===== src/rtl/lcd_pkg.sv =====
// Shared constants, FSM encoding and address helper for the HD44780-style bus responder.
package lcd_pkg;

    localparam logic [7:0] CMD_CLR     = 8'h01;
    localparam logic [7:0] CMD_HOME    = 8'h02;
    localparam logic [7:0] CMD_ENTRY   = 8'h04;
    localparam logic [7:0] CMD_DISPCTL = 8'h08;
    localparam logic [7:0] CMD_SHIFT   = 8'h10;
    localparam logic [7:0] CMD_FUNC    = 8'h20;
    localparam logic [7:0] CMD_CGRAM   = 8'h40;
    localparam logic [7:0] CMD_DDRAM   = 8'h80;

    localparam logic [7:0] CHAR_SPACE  = 8'h20;

    typedef enum logic [1:0] {
        ST_IDLE = 2'd0,
        ST_FILL = 2'd1,
        ST_WAIT = 2'd2
    } lcd_state_t;

    // 7-bit step that wraps naturally 127->0 and 0->127.
    function automatic logic [6:0] step7(input logic [6:0] v, input logic up);
        return up ? (v + 7'd1) : (v - 7'd1);
    endfunction

endpackage


===== src/rtl/lcd_ddram.sv =====
// 128x8 display RAM: one synchronous write port, two combinational read ports.
module lcd_ddram
    import lcd_pkg::*;
(
    input  logic       clk,
    input  logic       we,
    input  logic [6:0] waddr,
    input  logic [7:0] wdata,
    input  logic [6:0] raddr_a,
    output logic [7:0] rdata_a,
    input  logic [6:0] raddr_b,
    output logic [7:0] rdata_b
);

    logic [7:0] mem [128];

    always_ff @(posedge clk) begin
        if (we) begin
            mem[waddr] <= wdata;
        end
    end

    assign rdata_a = mem[raddr_a];
    assign rdata_b = mem[raddr_b];

endmodule


===== src/rtl/lcd_bus_responder.sv =====
// LCD-module side of the RS/RW/E/D bus: synchronizes E, decodes instructions and
// data accesses into DDRAM, models busy time and answers busy-flag/data reads.
module lcd_bus_responder
    import lcd_pkg::*;
#(
    parameter int CMD_CYCLES   = 1850,
    parameter int CLEAR_CYCLES = 76000
) (
    input  logic       clk,
    input  logic       rst,
    input  logic       lcd_rs,
    input  logic       lcd_rw,
    input  logic       lcd_en,
    input  logic [7:0] lcd_data_in,
    output logic [7:0] lcd_data_out,
    output logic       lcd_data_oe,
    output logic       busy,
    output logic [6:0] addr_counter,
    output logic       entry_id,
    output logic       entry_s,
    output logic       disp_on,
    output logic       cursor_on,
    output logic       blink_on,
    output logic [6:0] disp_offset,
    input  logic [6:0] rd_addr,
    output logic [7:0] rd_char,
    output logic       busy_violation
);

    localparam int MAXC = (CMD_CYCLES > CLEAR_CYCLES) ? CMD_CYCLES : CLEAR_CYCLES;
    localparam int CW   = $clog2(MAXC);

    logic       en_s1, en_s2, en_s3;
    logic       rs_s1, rs_s2;
    logic       rw_s1, rw_s2;
    logic [7:0] d_s1, d_s2;
    logic       rise, fall;

    lcd_state_t  state;
    logic [CW-1:0] cnt;
    logic [6:0]  fill_idx;

    logic       ddr_we;
    logic [6:0] ddr_waddr;
    logic [7:0] ddr_wdata;
    logic [7:0] ac_char;

    always_ff @(posedge clk) begin
        if (rst) begin
            en_s1 <= 1'b0; en_s2 <= 1'b0; en_s3 <= 1'b0;
            rs_s1 <= 1'b0; rs_s2 <= 1'b0;
            rw_s1 <= 1'b0; rw_s2 <= 1'b0;
            d_s1  <= '0;   d_s2  <= '0;
        end else begin
            en_s1 <= lcd_en;      en_s2 <= en_s1; en_s3 <= en_s2;
            rs_s1 <= lcd_rs;      rs_s2 <= rs_s1;
            rw_s1 <= lcd_rw;      rw_s2 <= rw_s1;
            d_s1  <= lcd_data_in; d_s2  <= d_s1;
        end
    end

    assign rise = en_s2 & ~en_s3;
    assign fall = en_s3 & ~en_s2;
    assign busy = (state != ST_IDLE);

    // Fill and host writes never coincide: host writes are only accepted when idle.
    always_comb begin
        ddr_we    = 1'b0;
        ddr_waddr = addr_counter;
        ddr_wdata = d_s2;
        if (!rst) begin
            if (state == ST_FILL) begin
                ddr_we    = 1'b1;
                ddr_waddr = fill_idx;
                ddr_wdata = CHAR_SPACE;
            end else if (fall && !rw_s2 && rs_s2 && state == ST_IDLE) begin
                ddr_we = 1'b1;
            end
        end
    end

    lcd_ddram u_ddram (
        .clk     (clk),
        .we      (ddr_we),
        .waddr   (ddr_waddr),
        .wdata   (ddr_wdata),
        .raddr_a (addr_counter),
        .rdata_a (ac_char),
        .raddr_b (rd_addr),
        .rdata_b (rd_char)
    );

    always_ff @(posedge clk) begin
        if (rst) begin
            state          <= ST_IDLE;
            cnt            <= '0;
            fill_idx       <= '0;
            addr_counter   <= '0;
            entry_id       <= 1'b1;
            entry_s        <= 1'b0;
            disp_on        <= 1'b0;
            cursor_on      <= 1'b0;
            blink_on       <= 1'b0;
            disp_offset    <= '0;
            lcd_data_out   <= '0;
            lcd_data_oe    <= 1'b0;
            busy_violation <= 1'b0;
        end else begin
            busy_violation <= 1'b0;

            case (state)
                ST_FILL: begin
                    fill_idx <= fill_idx + 7'd1;
                    // 128 fill cycles already spent; remainder keeps total busy at CLEAR_CYCLES.
                    if (fill_idx == 7'd127) begin
                        state <= ST_WAIT;
                        cnt   <= CW'(CLEAR_CYCLES - 129);
                    end
                end
                ST_WAIT: begin
                    if (cnt == '0) state <= ST_IDLE;
                    else           cnt   <= cnt - CW'(1);
                end
                default: ;
            endcase

            if (rise && rw_s2) begin
                lcd_data_out <= rs_s2 ? ac_char : {busy, addr_counter};
                lcd_data_oe  <= 1'b1;
            end

            if (fall) begin
                lcd_data_oe <= 1'b0;
                if (!rw_s2) begin
                    if (busy) begin
                        busy_violation <= 1'b1;
                    end else begin
                        state <= ST_WAIT;
                        cnt   <= CW'(CMD_CYCLES - 1);
                        if (rs_s2) begin
                            addr_counter <= step7(addr_counter, entry_id);
                            if (entry_s) disp_offset <= step7(disp_offset, entry_id);
                        end else if (|(d_s2 & CMD_DDRAM)) begin
                            addr_counter <= d_s2[6:0];
                        end else if (|(d_s2 & CMD_CGRAM)) begin
                        end else if (|(d_s2 & CMD_FUNC)) begin
                        end else if (|(d_s2 & CMD_SHIFT)) begin
                            if (d_s2[3]) disp_offset  <= step7(disp_offset, d_s2[2]);
                            else         addr_counter <= step7(addr_counter, d_s2[2]);
                        end else if (|(d_s2 & CMD_DISPCTL)) begin
                            disp_on   <= d_s2[2];
                            cursor_on <= d_s2[1];
                            blink_on  <= d_s2[0];
                        end else if (|(d_s2 & CMD_ENTRY)) begin
                            entry_id <= d_s2[1];
                            entry_s  <= d_s2[0];
                        end else if (|(d_s2 & CMD_HOME)) begin
                            addr_counter <= '0;
                            disp_offset  <= '0;
                            cnt          <= CW'(CLEAR_CYCLES - 1);
                        end else if (|(d_s2 & CMD_CLR)) begin
                            addr_counter <= '0;
                            disp_offset  <= '0;
                            entry_id     <= 1'b1;
                            fill_idx     <= '0;
                            state        <= ST_FILL;
                        end
                    end
                end else if (rs_s2 && !busy) begin
                    addr_counter <= step7(addr_counter, entry_id);
                    state        <= ST_WAIT;
                    cnt          <= CW'(CMD_CYCLES - 1);
                end
            end
        end
    end

endmodule

===== config.mk =====
export PLATFORM = sky130hd
export DESIGN_NAME = lcd_bus_responder
export DESIGN_NICKNAME = d
export VERILOG_FILES = /design/src/rtl/lcd_pkg.sv /design/src/rtl/lcd_ddram.sv /design/src/rtl/lcd_bus_responder.sv
export SDC_FILE = /design/constraint.sdc
export NUM_CORES = 1
export LEC_CHECK = 0
export BUFFER_PORTS_ARGS = -buffer_cell sky130_fd_sc_hd__clkbuf_2
export CAP_MARGIN = 20
export CELL_PAD_IN_SITES_DETAIL_PLACEMENT = 1
export CELL_PAD_IN_SITES_GLOBAL_PLACEMENT = 2
export CORE_MARGIN = 2
export CORE_UTILIZATION = 29
export CTS_BUF_LIST = sky130_fd_sc_hd__clkbuf_2
export DETAILED_ROUTE_END_ITERATION = 8
export MAX_ROUTING_LAYER = met4
export PLACE_DENSITY_LB_ADDON = 0.1
export SETUP_SLACK_MARGIN = 0.15
export SYNTH_ARGS = -nofsm -noshare
export SYNTH_HDL_FRONTEND = slang
export SYNTH_SLANG_ARGS = --single-unit

===== constraint.sdc =====
create_clock -name clk -period 6.65 [get_ports clk]
set_clock_uncertainty 0.15 [all_clocks]
set_input_delay 0.3325 -clock clk [delete_from_list [all_inputs] [get_ports clk]]
set_output_delay 0.3325 -clock clk [all_outputs]
set_load 0.01 [all_outputs]

# Word level (Yosys, flattened, before mapping)
# Memories as Yosys holds them, arrays and structs flattened. A register that Yosys moved wholly into a read port is not among the register bits.
# Cells that the tools add are included.
[totals] ff_bits=78 mem_bits_rw=1024 input_bits=20 output_inout_bits=38 memories=1
[op_classes] n_addsub=6 eq_ne=17 muxes=84 n_bitwise=13 n_reduce_logical=20
[memory_table] name="u_ddram.mem" depth=128 word_bits=8 read_ports=2 rd_clocked_by_memory_dff=1 wr=1 line_no="lcd_ddram.sv:15" rtl="logic [7:0] mem [128];"
[ops] cell="$mux 7" n=41
[ops] cell="$mux 17" n=14
[ops] cell="$pmux 17 s2" n=1
[ops] cell="$mux 2" n=15
[ops] cell="$mux 8" n=3
[ops] cell="$reduce_and 11->1" n=2
[ops] cell="$add 7x1->7 const B" n=3
[ops] cell="$logic_not 17->1" n=1
[ops] cell="$sub 17x1->17 const B" n=1
[ops] cell="$sub 7x1->7 const B" n=2
[ops] cell="$ne 4x3->1 const B" n=3
[ops] cell="$not 1->1" n=11
[ops] cell="$reduce_and 10->1" n=1
[ops] cell="$mux 1" n=9
[ops] cell="$reduce_and 9->1" n=1
[ops] cell="$ne 2x2->1 const B" n=4
[ops] cell="$reduce_and 8->1" n=1
[ops] cell="$eq 7x7->1 const B" n=1
[ops] cell="$ne 2x1->1 const B" n=3
[ops] cell="$ne 3x2->1 const B" n=2
[ops] cell="$reduce_bool 6->1" n=1
[ops] cell="$logic_and 1x1->1" n=5
[ops] cell="$ne 5x3->1 const B" n=1
[ops] cell="$pmux 2 s2" n=1
[ops] cell="10 further kinds" n=13

# Logic depth before layout (Yosys ltp)
[logic_depth] depth_word=14 depth_mapped=11

# Cells and area by module
# Synthesis repeated with hierarchy kept, for this count alone.
[hier_totals] hier_cells=2603 area_unflattened_um2=52047.4
[by_module_without_submodules] module="lcd_ddram" instances=1 cells_each=2046 area_each_um2=47490.5 seq_area_each_um2=30749.5
[by_module_without_submodules] module="lcd_bus_responder" instances=1 cells_each=557 area_each_um2=4556.9 seq_area_each_um2=1561.5

# Least setup slack after synthesis
# OpenSTA, ideal clock, no wires.
[synth_timing] path_type="register -> register" startpoint="register state[1]" endpoint="memory u_ddram.mem[0][4], data pin" setup_time_ns=0.798 t_arrival_ns=3.923 slack_ns=1.780 path_stages_with_launch=7 period_less_slack_ns=4.870 cell_sequence="dfxtp_1 > inv_1 > ha_1 > buf_2 > inv_1 > nor2_1 > nor2_1"
[synth_via] elab_chain_len=3
[synth_rtl] item="from (decl)" line_no="lcd_bus_responder.sv:39" rtl="lcd_state_t state;"
[synth_rtl] item="from (signal assigned)" line_no="lcd_bus_responder.sv:95" rtl="state <= ST_IDLE;"
[synth_rtl] item="from (signal assigned)" line_no="lcd_bus_responder.sv:116" rtl="state <= ST_WAIT;"
[synth_rtl] item="from (signal assigned)" line_no="lcd_bus_responder.sv:121" rtl="if (cnt == '0) state <= ST_IDLE;"
[synth_rtl] item="$eq 2x1->1" line_no="lcd_bus_responder.sv:72" rtl="if (state == ST_FILL) begin"
[synth_rtl] item="$mux 8" line_no="lcd_bus_responder.sv:72"
[synth_rtl] item="$mux 8" line_no="lcd_bus_responder.sv:71" rtl="if (!rst) begin"
[synth_rtl] item="named net ddr_wdata[4]" line_no="lcd_bus_responder.sv:45" rtl="logic [7:0] ddr_wdata;"
[synth_rtl] item="to (decl)" line_no="lcd_ddram.sv:15"
# The timed path passes the listed nets, and every way through them passes these cells.

==> results.md <==
* Hold Slack at 293 ps
* Post-Synth XOR/XNOR Area at 0.299%
* Synthesized area per cell at 17.3 um^2
* Post-DR wirelength/cell at 35.1 um
* Final Non-Filler Cells at 5938
* Yosys top cell area share at 58.4%
* Post-synth cell types at 85
* Worst-case clock buffer depth at 4
* PortBufs at 57
* Critical Setup Path Class: reg -> out
* IO Count at 58
* DRT Pass-1 Iters at 7
* Leakage power at 18.3 nW
* Area Growth Syn to Fin at 12.0%
* Largest family of logic cells by synthesized area: multiplexers
* Die span in x at 430 um
* WP buf/inv at 1
* Fin. Hold Viols at 0
* Top post-synthesis cells by area: edfxtp_1, mux4_2, dfxtp_1, mux2i_1, nor2_1
* Crit-path leading delay family: simple AND/OR/NAND/NOR gates
* H-tree levels at 5
* GR Overflow Total at 0
* Slew Viols, Final at 0
* RSZ-0062 raised after global routing: false
* Clock Latency Late Sink at 1830 ps
* Post-synth top cells: edfxtp_1, mux4_2, nor2_1
* DRT antenna net count at 0
* Share of cells above drive strength 1 at 33.9%
* Setup TNS at 0 ps
* Synth Instances at 3037
* FP Rows at 156
* GRT Total Usage at 23.1%
* Clk slew on worst S/H paths at 110 ps
* EDFF count, synth at 1024
* Initial antenna violation count at 8
* Synth Area in Compound Gates at 4.66%
* Initial core utilization at 29.2%
* Final GP Congestion at 0.850
* Worst rel slew slack at 11.9%
* Crit. End Element: output pin
* Crit path required time at 6170 ps
* Crit-path max FO at 2
* Clock tree from TritonCTS: yes
* Worst slack, placed at 2100 ps
* Largest net degree at the start of global routing at 86
* Crit path top cell by count: mux4_2
* Max Cap Viol at 0
* Vias per cell at 5.55
* Synth Area in Simple Gates at 5.65%
* Worst-Margin Slew at 1310 ps
* First DRT Iteration DRCs at 3019
* First-pass GRT wire length at 289 mm
* Power, Total at 13.5 mW
* Post-synth top area cell: edfxtp_1
* Async S/R FF share, synth at 0%
* Slowest stage cell, crit path: nor4_1
* Mux contribution to synthesized area at 25.1%
* Worst VDD drop at 166 uV
* Cell area after synthesis at 0.0527 mm^2
* Cell Chain, Critical Path: mux4_2 -> mux4_2 -> o22ai_1 -> nor4_1 -> clkbuf_2
* Post-DP HPWL at 140 mm
* F_max at 0.203 GHz
* Final WL at 208 mm
* Clk root buf: clkbuf_2
* Critical path arrival at 4440 ps
* Core Region at 0.181 mm^2
* Setup violators final at 0
* # clock sinks at 1109
* Vias in the first global route at 35470
* Critical path launch point type: register
* Status: completed
* Most common cell in the netlist: edfxtp_1
* Fin nets at 3373
* Fin crit share at 74.0%
* Slowest cell delay on critical path at 1160 ps
* Via count at 32971
* DRC violations left at 0
* Flops & latches, synth at 1109
* TritonCTS Buffers at 327
* Synthesis Warnings at 0
* Post-Synth Adder-Cell Area at 0.237%
* Die height at 430 um
* Ys flop type: edfxtp_1
* Hold crit path type: reg -> reg
* Register area share after synthesis at 61.6%
* Die area at 0.185 mm^2
* PD cells at 229 mW/mm^2
* Final worst path period need at 4920 ps
* Dpl cells at 5340
* Syn_nets at 3067
* Final worst setup slack at 1730 ps
-- cell type report --
| cell class | instances | area [um^2] |
|---|---|---|
| Multi-Input combinational cell | 1677 | 19000 |
| Inverter | 20 | 75.1 |
| Sequential cell | 1109 | 32500 |
| Clock inverter | 78 | 404 |
| Timing Repair Buffer | 208 | 1750 |
| Antenna cell | 11 | 27.5 |
| Fill cell | 18440 | 122000 |
| Tap cell | 2370 | 2970 |
| Clock buffer | 465 | 2330 |
-- layer usage --
metal	track usage [%]	vias to the layer above	wire length [um]
met2	37.4	1259	102000
met4	7.45	0	6260
met1	29.5	17859	88300
li1	-	13525	-
met5	-	-	0
met3	4.06	328	11800
-- registers in the layout, summed over array words and instances, names as in the netlist, 2 cells and up, named ones only --
name          cells
fill_idx          7
d_s2              8
d_s1              8
cnt              17
state             2
disp_offset       7
addr_counter      7
lcd_data_out      8
u_ddram.mem    1024
-- path summary, 6_finish.rpt --
path | cells after the start | slack (ps) | startpoint | end
worst max-delay path | 5 | 1730 | u_ddram.mem[68][3] | rd_char[3]
worst min-delay path | 1 | 290 | rs_s1 | rs_s2
worst max register to register | 8 | 1940 | register | lcd_data_out[5]
worst min register to register | 1 | 290 | rs_s1 | rs_s2
-- stage by stage --
| step | instance area [um^2] | util (%) |
|---|---|---|
| 2_1_floorplan | 52700 | - |
| 3_3_place_gp | 55800 | 30.9 |
| 3_5_place_dp | 55800 | 30.9 |
| 4_1_cts | 59000 | 32.7 |
| 5_1_grt | 59000 | 32.7 |
| 6_report | 59000 | 32.7 |
-- report_power, final --
| group | internal [mW] | total (mW) | switching (mW) | leakage (nW) |
|---|---|---|---|---|
| sequential | 7.58 | 7.60 | 0.0191 | 10.1 |
| combinational | 0.327 | 0.837 | 0.510 | 6.03 |
| clock | 2.00 | 5.11 | 3.10 | 2.13 |
-- kinds of logic after synthesis --
| logic type | after synthesis |
|---|---|
| AOI/OAI and AO/OA | 368 |
| xor gates and xnor gates | 18 |
| adders and majority gates | 10 |
| buffers and inverters | 251 |
| DFF | 1109 |
| muxes | 678 |
| and+or+nand+nor | 603 |
-- worst register-to-register path, stage by stage (launching register included) --
cell	delay, ps
dfxtp_4	860
buf_12	490
nand2_2	380
buf_4	460
o221ai_1	610
a21oi_1	260
a21oi_1	630
o211ai_1	410
o32ai_1	350
-- repair_timing --
item	CTS	global route
hold buffers	42	0
gates resized for setup	0	0
endpoints found under the hold margin	434	0
setup buffers	0	0
setup endpoints to repair	0	0
-- placed cells by master (no fill, tap or decap), types with 31 or more instances in the layout --
cell,count
dfxtp_1,80
o22ai_1,71
nor4_1,31
nand3_1,41
nor2_1,184
clkinv_1,65
nand2_1,124
nor3_1,53
buf_4,91
o21ai_0,61
clkbuf_2,518
dlygate4sd3_1,42
mux4_2,511
a21oi_1,64
nor2b_1,37
mux2i_1,160
edfxtp_1,1024
o221ai_1,33
Note: power is estimated with default switching activity, not from simulation.
